<file path="src/rtl/class_score_accum_if.sv">
// Handshake and score bus between the term producer, class_score_accum and the argmax consumer.
interface class_score_accum_if #(
   parameter int unsigned NUM_SIZE  = 26,
   parameter int unsigned TERM_SIZE = 16
);
   localparam int unsigned BUS_W = NUM_SIZE * 10;

   logic                 Start;
   logic                 InValid;
   logic                 InReady;
   logic [TERM_SIZE-1:0] InTerm;
   logic                 OutValid;
   logic                 OutReady;
   logic [BUS_W-1:0]     Num;
   logic                 Busy;
   logic                 Overflow;

   modport master (
      output Start, InValid, InTerm, OutReady,
      input  InReady, OutValid, Num, Busy, Overflow
   );

   modport slave (
      input  Start, InValid, InTerm, OutReady,
      output InReady, OutValid, Num, Busy, Overflow
   );
endinterface

</file>
<file path="src/rtl/class_score_accum.sv">
// Accumulates NUM_TERMS signed terms per class into ten packed NUM_SIZE-bit scores.
// Optional macro SCORE_SATURATE_EN: saturating additions with a sticky Overflow flag.
module class_score_accum #(
   parameter int unsigned NUM_SIZE  = 26,
   parameter int unsigned TERM_SIZE = 16,
   parameter int unsigned NUM_TERMS = 32,
   parameter int unsigned CNT_W     = 16
) (
   input  logic               Clk,
   input  logic               GlobalReset,
   class_score_accum_if.slave bus
);
   localparam int unsigned NUM_CLASSES = 10;
   localparam int unsigned CLS_W       = 4;
   localparam int unsigned BUS_W       = NUM_SIZE * NUM_CLASSES;

   typedef enum logic [1:0] {IDLE, ACCUM, DONE} state_e;

   state_e                      state_q, state_d;
   logic signed [NUM_SIZE-1:0]  acc_q, acc_d;
   logic [CNT_W-1:0]            term_cnt_q, term_cnt_d;
   logic [CLS_W-1:0]            class_cnt_q, class_cnt_d;
   logic [BUS_W-1:0]            num_q, num_d;
   logic                        ovf_q, ovf_d;

   logic signed [NUM_SIZE-1:0]  term_ext;
   logic signed [NUM_SIZE-1:0]  sum;
   logic                        clamp;

   assign term_ext = NUM_SIZE'(signed'(bus.InTerm));

`ifdef SCORE_SATURATE_EN
   localparam logic [NUM_SIZE-1:0] SAT_MAX = {1'b0, {(NUM_SIZE-1){1'b1}}};
   localparam logic [NUM_SIZE-1:0] SAT_MIN = {1'b1, {(NUM_SIZE-1){1'b0}}};
   logic signed [NUM_SIZE:0] sum_wide;

   // One guard bit: the two top bits disagree exactly when the true sum is out of range.
   assign sum_wide = (NUM_SIZE+1)'(acc_q) + (NUM_SIZE+1)'(term_ext);
   assign clamp    = sum_wide[NUM_SIZE] ^ sum_wide[NUM_SIZE-1];
   assign sum      = !clamp ? sum_wide[NUM_SIZE-1:0] :
                     (sum_wide[NUM_SIZE] ? SAT_MIN : SAT_MAX);
`else
   assign sum   = acc_q + term_ext;
   assign clamp = 1'b0;
`endif

   always_ff @(posedge Clk) begin
      if (GlobalReset) begin
         state_q     <= IDLE;
         acc_q       <= '0;
         term_cnt_q  <= '0;
         class_cnt_q <= '0;
         num_q       <= '0;
         ovf_q       <= 1'b0;
      end else begin
         state_q     <= state_d;
         acc_q       <= acc_d;
         term_cnt_q  <= term_cnt_d;
         class_cnt_q <= class_cnt_d;
         num_q       <= num_d;
         ovf_q       <= ovf_d;
      end
   end

   always_comb begin
      state_d     = state_q;
      acc_d       = acc_q;
      term_cnt_d  = term_cnt_q;
      class_cnt_d = class_cnt_q;
      num_d       = num_q;
      ovf_d       = ovf_q;
      case (state_q)
         IDLE: begin
            if (bus.Start) begin
               state_d     = ACCUM;
               acc_d       = '0;
               term_cnt_d  = '0;
               class_cnt_d = '0;
               num_d       = '0;
               ovf_d       = 1'b0;
            end
         end
         ACCUM: begin
            if (bus.InValid) begin
               if (clamp) ovf_d = 1'b1;
               // Closing term writes the finished score straight into its slot.
               if (term_cnt_q == CNT_W'(NUM_TERMS - 1)) begin
                  num_d[NUM_SIZE*class_cnt_q +: NUM_SIZE] = sum;
                  acc_d       = '0;
                  term_cnt_d  = '0;
                  class_cnt_d = class_cnt_q + CLS_W'(1);
                  if (class_cnt_q == CLS_W'(NUM_CLASSES - 1)) state_d = DONE;
               end else begin
                  acc_d      = sum;
                  term_cnt_d = term_cnt_q + CNT_W'(1);
               end
            end
         end
         DONE: begin
            if (bus.OutReady) state_d = IDLE;
         end
         default: state_d = IDLE;
      endcase
   end

   assign bus.InReady  = (state_q == ACCUM);
   assign bus.OutValid = (state_q == DONE);
   assign bus.Busy     = (state_q != IDLE);
   assign bus.Num      = num_q;
   assign bus.Overflow = ovf_q;
endmodule
</file>
<file path="src/flat_wrapper.sv">
// flat-port wrapper written by rule: the top's interface ports become plain ports
module class_score_accum_flat 
#(
   parameter int unsigned NUM_SIZE  = 26,
   parameter int unsigned TERM_SIZE = 16,
   parameter int unsigned NUM_TERMS = 32,
   parameter int unsigned CNT_W     = 16
)
  (Clk, GlobalReset, bus_Start, bus_InValid, bus_InTerm, bus_OutReady, bus_InReady, bus_OutValid, bus_Num, bus_Busy, bus_Overflow);
  class_score_accum_if #(.NUM_SIZE(NUM_SIZE), .TERM_SIZE(TERM_SIZE)) bus_i ();
  input  logic Clk;
  input  logic GlobalReset;
  input wire logic [$bits(bus_i.Start)-1:0] bus_Start;
  input wire logic [$bits(bus_i.InValid)-1:0] bus_InValid;
  input wire logic [$bits(bus_i.InTerm)-1:0] bus_InTerm;
  input wire logic [$bits(bus_i.OutReady)-1:0] bus_OutReady;
  output wire logic [$bits(bus_i.InReady)-1:0] bus_InReady;
  output wire logic [$bits(bus_i.OutValid)-1:0] bus_OutValid;
  output wire logic [$bits(bus_i.Num)-1:0] bus_Num;
  output wire logic [$bits(bus_i.Busy)-1:0] bus_Busy;
  output wire logic [$bits(bus_i.Overflow)-1:0] bus_Overflow;
  assign bus_i.Start = bus_Start;
  assign bus_i.InValid = bus_InValid;
  assign bus_i.InTerm = bus_InTerm;
  assign bus_i.OutReady = bus_OutReady;
  assign bus_InReady = bus_i.InReady;
  assign bus_OutValid = bus_i.OutValid;
  assign bus_Num = bus_i.Num;
  assign bus_Busy = bus_i.Busy;
  assign bus_Overflow = bus_i.Overflow;
  class_score_accum #(.NUM_SIZE(NUM_SIZE), .TERM_SIZE(TERM_SIZE), .NUM_TERMS(NUM_TERMS), .CNT_W(CNT_W)) u_core (.Clk(Clk), .GlobalReset(GlobalReset), .bus(bus_i));
endmodule
</file>
<file path="config.mk">
export PLATFORM = sky130hd
export DESIGN_NAME = class_score_accum_flat
export DESIGN_NICKNAME = d
export VERILOG_FILES = /design/src/rtl/class_score_accum_if.sv /design/src/rtl/class_score_accum.sv /design/src/flat_wrapper.sv
export SDC_FILE = /design/constraint.sdc
export NUM_CORES = 1
export LEC_CHECK = 0
export CAP_MARGIN = 5
export CELL_PAD_IN_SITES_DETAIL_PLACEMENT = 1
export CELL_PAD_IN_SITES_GLOBAL_PLACEMENT = 2
export CORE_ASPECT_RATIO = 0.8
export CORE_UTILIZATION = 34
export DETAILED_ROUTE_END_ITERATION = 10
export PLACE_DENSITY = 0.85
export SLEW_MARGIN = 20
export SYNTH_ARGS = -nofsm -noshare
export SYNTH_HDL_FRONTEND = slang
export SYNTH_SLANG_ARGS = --single-unit
export TNS_END_PERCENT = 20
</file>
<file path="constraint.sdc">
create_clock -name Clk -period 6.9 [get_ports Clk]
set_clock_uncertainty 0.05 [all_clocks]
set_input_delay 0.69 -clock Clk [delete_from_list [all_inputs] [get_ports Clk]]
set_output_delay 0.69 -clock Clk [all_outputs]
set_load 0.1 [all_outputs]
</file>
=== Word level (Yosys, flattened, before mapping) ===
Cells that the tools add are included.

* Output and inout port bits: 264
* Logic and storage cells: 50
* Bits of input ports: 21
* Bits in registers: 308

* Muxes and demuxes: 23
* Reductions and logical operators: 6
* Eq/ne operators: 9
* Multipliers: 1
* Shift-type cells: 2
* Add/subtract/negate cells: 4

{| class="wikitable"
|+ Operators with widths
! cell !! number
|-
| $mux W260 || 3
|-
| $pmux W260 S2 || 1
|-
| $bwmux W260 || 1
|-
| $shift A26 B34 Y260 const A || 1
|-
| $shiftx A26 B34 Y260 || 1
|-
| $mux W26 || 3
|-
| $pmux W26 S2 || 1
|-
| $mux W16 || 3
|-
| $neg A9 Y34 || 1
|-
| $pmux W16 S2 || 1
|-
| $add A26 B16 Y26 || 1
|-
| $add A16 B1 Y16 const B || 1
|-
| $eq A16 B5 Y1 const B || 1
|-
| $mux W4 || 3
|-
| $mux W2 || 5
|-
| $mul A4 B4 Y8 const A || 1
|-
| $pmux W4 S2 || 1
|-
| $ne A2 B2 Y1 const B || 3
|-
| $pmux W2 S3 || 1
|-
| $reduce_and A5 Y1 || 1
|-
| $add A4 B1 Y4 const B || 1
|-
| $eq A4 B4 Y1 const B || 1
|-
| $ne A2 B1 Y1 const B || 2
|-
| $reduce_and A4 Y1 || 1
|-
| 5 further kinds || 6
|}

=== Logic depth before layout (Yosys ltp) ===
* Depth in word-level cells: 7
* Depth in mapped cells: 18
* Mapped depth without buffers: 16

=== Least setup slack after synthesis ===
Ideal clock, no wire load.

* Path type: reg2reg
* Start point: register u_core.class_cnt_q[2]
* End point: register u_core.num_q[12] (netlist: u_core.bus.Num[12])
* Library setup time: 0.118 ns
* Path slack: 2.403 ns
* Data arrival time: 4.330 ns
* Stages on the path, launching flop included: 18
* Data required time: 6.732 ns
* Clock period less this slack: 4.497 ns
* Buffers on the path: 2
* Cell sequence: dfxtp_1 inv_1 ha_1 inv_1 ha_1 ha_1 and3_1 or3_4 a2111oi_4 buf_2 ha_1 nor4_1 nor2b_1 and3_1 clkbuf_1 o21bai_1 a21oi_1 a22o_1

* Word-level cells in the longest chain between the ends: 7
* Elaborated cells on any way between the ends: 8
* Classes of those cells: add/sub: 1; mul: 1; shift: 2; mux: 4

{| class="wikitable"
|+ RTL lines
! item !! line !! text
|-
| from (decl) || class_score_accum.sv:22 || <nowiki>logic [CLS_W-1:0] class_cnt_q, class_cnt_d;</nowiki>
|-
| from (signal assigned) || class_score_accum.sv:59 || <nowiki>class_cnt_q <= class_cnt_d;</nowiki>
|-
| $mul A4 B4 Y8 (*) || class_score_accum.sv:88 || <nowiki>num_d[NUM_SIZE*class_cnt_q +: NUM_SIZE] = sum;</nowiki>
|-
| $neg A9 Y34 (*) || class_score_accum.sv:88 ||
|-
| $shiftx A26 B34 Y260 or $shift A26 B34 Y260 (tied branches) || class_score_accum.sv:88 ||
|-
| $bwmux W260 (*) || class_score_accum.sv:88 ||
|-
| $mux W260 (*) || class_score_accum.sv:87 || <nowiki>if (term_cnt_q == CNT_W'(NUM_TERMS - 1)) begin</nowiki>
|-
| $mux W260 (*) || class_score_accum.sv:84 || <nowiki>if (bus.InValid) begin</nowiki>
|-
| $pmux W260 S2 (*) || class_score_accum.sv:72 || <nowiki>case (state_q)</nowiki>
|-
| to (signal assigned) || class_score_accum.sv:60 || <nowiki>num_q <= num_d;</nowiki>
|-
| to (decl) || class_score_accum.sv:23 || <nowiki>logic [BUS_W-1:0] num_q, num_d;</nowiki>
|}

Every way passes the cells marked *; elsewhere a longest branch is shown, timed or not. The select of a mux whose other input is x is not followed.
A chain may end at the register's enable or synchronous reset.

=== Final worst setup path ===
* Start point: register u_core.class_cnt_q[1]
* End point: register u_core.num_q[242] (netlist: u_core.bus.Num[242])

Same word-level chain as after synthesis.

==> impl_metrics.env <==
export IMPL_outcome="completed"
export IMPL_wire_per_inst_microns=30.0
export IMPL_clk_pin_slew_worst_paths_ns=0.06
export IMPL_globalplace_congestion=1.01
export IMPL_tightest_slew_ns=1.22
export IMPL_syn_nets=2427
export IMPL_whs_ns=0.405
export IMPL_placed_area_sq_um=21500
export IMPL_slowest_delay_ns=0.74
export IMPL_cts_resized=0
export IMPL_maxSlewViolCount=0
export IMPL_hpwlAfterDp_mm=74.9
export IMPL_die_w_microns=258
export IMPL_slowest_stage="fa_1"
export IMPL_core_area_sq_um=51400
export IMPL_yosysSeqAreaShare_pct=34.7
export IMPL_dieArea_sq_um=53200
export IMPL_pwr_density_cell_nw_per_um2=259
export IMPL_p_leak_nw=7.69
export IMPL_wl_mm=99.3
export IMPL_worst_r2r_endpoint="u_core.bus.Num[242]"
export IMPL_combPwrFrac_pct=34.7
export IMPL_clock_root_buffer="clkbuf_16"
export IMPL_insertion_delay_ns=0.56
export IMPL_synth_edff_count=0
export IMPL_rsz0062_at_grt="false"
export IMPL_synthArstFlopShare_pct=0
export IMPL_first_pass_iters=6
export IMPL_die_h_microns=207
export IMPL_final_cells=3312
export IMPL_cts_htree_levels=2
export IMPL_vias=21409
export IMPL_p_sw_mw=2.44
export IMPL_ys_flop_type="dfxtp_1"
export IMPL_min_period_over_period_pct=85.6
export IMPL_intPower_mw=3.45
export IMPL_start_kind="register"
export IMPL_finalWorstSetupSlack_ns=0.991
export IMPL_reg2reg_depth=15
export IMPL_hold_path_class="reg -> reg"
export IMPL_dp_cells=3249
export IMPL_crit_type="reg -> reg"
export IMPL_layout_drive_gt1_share_pct=7.73
export IMPL_layout_nets=2668
export IMPL_design_area_sq_um=22800
export IMPL_endpoint="u_core.bus.Num[242]"
export IMPL_area_growth_pct=28.1
export IMPL_worstSetupEndpointType="register"
export IMPL_cts_sinks=308
export IMPL_utilization_pct=44.3
export IMPL_crit_top_cell="ha_1"
export IMPL_antenna_found_initial=5
export IMPL_yosysWarnings=0
export IMPL_grt_max_degree=62
export IMPL_grt_pass1_vias=20879
export IMPL_slew_headroom_pct=18.3
export IMPL_path_cells="ha_1 -> ha_1 -> ha_1 -> inv_1 -> fa_1 -> nand3_1 -> a2111oi_4 -> buf_4 -> ha_1 -> and2_1 -> nand3_1 -> buf_4 -> nor2_2 -> a21oi_1 -> o41ai_1"
export IMPL_ir_drop_uv=170
export IMPL_cts_tree="built"
export IMPL_cts_hold_buffers=0
export IMPL_post_cts_setup_buffers=0
export IMPL_synth_seq_cells=308
export IMPL_cts_buffers=36
export IMPL_numPortBuffers=283
export IMPL_setup_viol_count_final=0
export IMPL_p_sw_share_pct=41.5
export IMPL_drc=0
export IMPL_r2r_start="u_core.class_cnt_q[1]"
export IMPL_finalHoldViolCount=0
export IMPL_fmaxAchievable_mhz=169
export IMPL_fin_crit_ns=5.91
export IMPL_num_rows=74
export IMPL_synthesis_area_sq_um=17800
export IMPL_setup_worst_path_start="u_core.class_cnt_q[1]"
export IMPL_grt_use_total_pct=36.1
export IMPL_start_util_pct=34.6
export IMPL_cts_path_max_buffers=3
export IMPL_io_pins=285
export IMPL_grt_first_pass_wirelength_mm=144
export IMPL_final_setup_tns_ns=0
export IMPL_fillers=6221
export IMPL_crit_fanout=12
export IMPL_ant_nets=0
export IMPL_reg2reg_slack_ns=0.99
export IMPL_synthCells=2362
export IMPL_grt_overflow=0
export IMPL_initialDrtViolationCount=2348
export IMPL_pwr_share_seq_pct=30.5
export IMPL_max_cap_violations=0
export IMPL_clkPwrFrac_pct=34.9
export IMPL_critPathArrivalTime_ns=6.30
export IMPL_ys_types=94
export IMPL_pre_cts_ws_ns=1.19
export IMPL_cp_required_ns=7.29
export IMPL_avgSynthCellArea_sq_um=7.53
export IMPL_vias_per_cell=6.46
export IMPL_power_mw=5.89
==> registers in the layout, summed over array words and instances, names as in the netlist <==
register / count
u_core.acc_q: 26
u_core.term_cnt_q: 16
u_core.bus.Num: 260
u_core.class_cnt_q: 4
u_core.state_q: 2
==> kinds of logic (layout without fill, tap and decap cells) <==
family | count (synthesis) | count (layout) | synth area share, %
AND/OR/NAND/NOR | 892 | 892 | 22.1
AO/OA/AOI/OAI | 871 | 871 | 32.2
flip-flops | 308 | 308 | 34.7
buffers and inverters | 178 | 443 | 3.95
adder cells (fa/ha/maj) | 44 | 44 | 3.18
XOR/XNOR | 44 | 44 | 2.34
multiplexers | 24 | 24 | 1.55
other | 1 | 2 | 0.0211
==> how the worst min path moves through the flow <==
stage	start	to	cells past startpoint
finish	u_core.bus.Num[188]	u_core.bus.Num[188]	2
global route	u_core.bus.Num[61]	u_core.bus.Num[61]	2
CTS	u_core.bus.Num[252]	u_core.bus.Num[252]	2
detailed placement	u_core.bus.Num[91]	u_core.bus.Num[91]	2
global placement	u_core.bus.Num[60]	u_core.bus.Num[60]	2
floorplan	u_core.acc_q[0]	u_core.acc_q[0]	2
==> final cells by class <==
class                      instances  area [sq um]  share of cell area, %
tap                              684           856                   3.76
inverter                          25          93.8                  0.412
timing repair buffer             356          3380                   14.8
clock buffer                      50          1070                   4.71
sequential                       308          6170                   27.1
clock inverter                    12           178                  0.780
multi-input combinational       1876         11000                   48.5
antenna                            1          2.50                 0.0110
==> worst max-delay path, delay by kind of cell, from the launching register on <==
kind                     cells  cell delay, ns
AND/OR/NAND/NOR              4            1.96
buffers and inverters        3            0.75
adder cells (fa/ha/maj)      5            1.67
AO/OA/AOI/OAI                3            0.83
flip-flops                   1            0.52
==> layout by cell type, fill, tap and decap left out, types with 52 or more instances in the layout <==
cell             netlist  final
a21oi_1              199    198
buf_4                  2     73
clkdlybuf4s50_1        0    282
dfxtp_1              308    308
nand2_1              328    327
nand3_1              131    131
nor2_1               247    244
nor3_1                62     62
o211ai_1              52     52
o21ai_0              144    144
o21ai_1               78     78
o31ai_1               60     60
==> synth_stat cells, types with 9 or more instances <==
master | n | area share [%]
nor3_1 | 62 | 1.7
xor2_1 | 21 | 1.0
o21ai_0 | 144 | 4.1
a32oi_1 | 9 | 0.44
o31ai_1 | 60 | 2.5
nor2_1 | 247 | 5.2
a21oi_2 | 10 | 0.49
a211o_1 | 10 | 0.49
a221oi_1 | 11 | 0.54
a211oi_1 | 23 | 0.97
nand4_1 | 18 | 0.63
nand2_1 | 328 | 6.9
nand3_1 | 131 | 3.7
xnor2_1 | 20 | 0.98
inv_1 | 22 | 0.46
o22ai_1 | 38 | 1.3
or3_1 | 10 | 0.35
and3_1 | 17 | 0.60
dfxtp_1 | 308 | 35
o21a_1 | 16 | 0.68
or2_2 | 9 | 0.32
o32ai_1 | 11 | 0.54
clkbuf_1 | 116 | 2.4
a21oi_1 | 199 | 5.6
nor4_1 | 17 | 0.60
a31oi_1 | 37 | 1.3
buf_2 | 21 | 0.59
a22oi_1 | 50 | 2.1
mux2i_1 | 17 | 0.96
a22o_1 | 14 | 0.69
buf_1 | 13 | 0.27
o211ai_1 | 52 | 2.2
a21o_1 | 12 | 0.51
o21ai_1 | 78 | 2.2
ha_1 | 42 | 3.0
and2_1 | 20 | 0.70
==> layer usage <==
layer  routed length, microns  global-route usage, %  part of all wire (%)
met5                       13                      0                 0.013
met1                    44800                   52.0                    45
met3                    10000                   8.12                    10
met2                    41000                   52.8                    41
met4                     3450                   11.8                   3.5
==> power groups by stage <==
| stage | Sequential [mW] | Combinational (mW) | Clock (mW) |
|---|---|---|---|
| final | 1.79 | 2.04 | 2.05 |
| after floorplan | 1.84 | 1.06 | 0 |
| after global placement | 1.83 | 1.91 | 0 |
| after CTS | 1.79 | 1.93 | 2.08 |
| after detailed placement | 1.83 | 1.92 | 0 |
| after global routing | 1.80 | 2.06 | 2.15 |
Power figures use the tool's default switching activity.
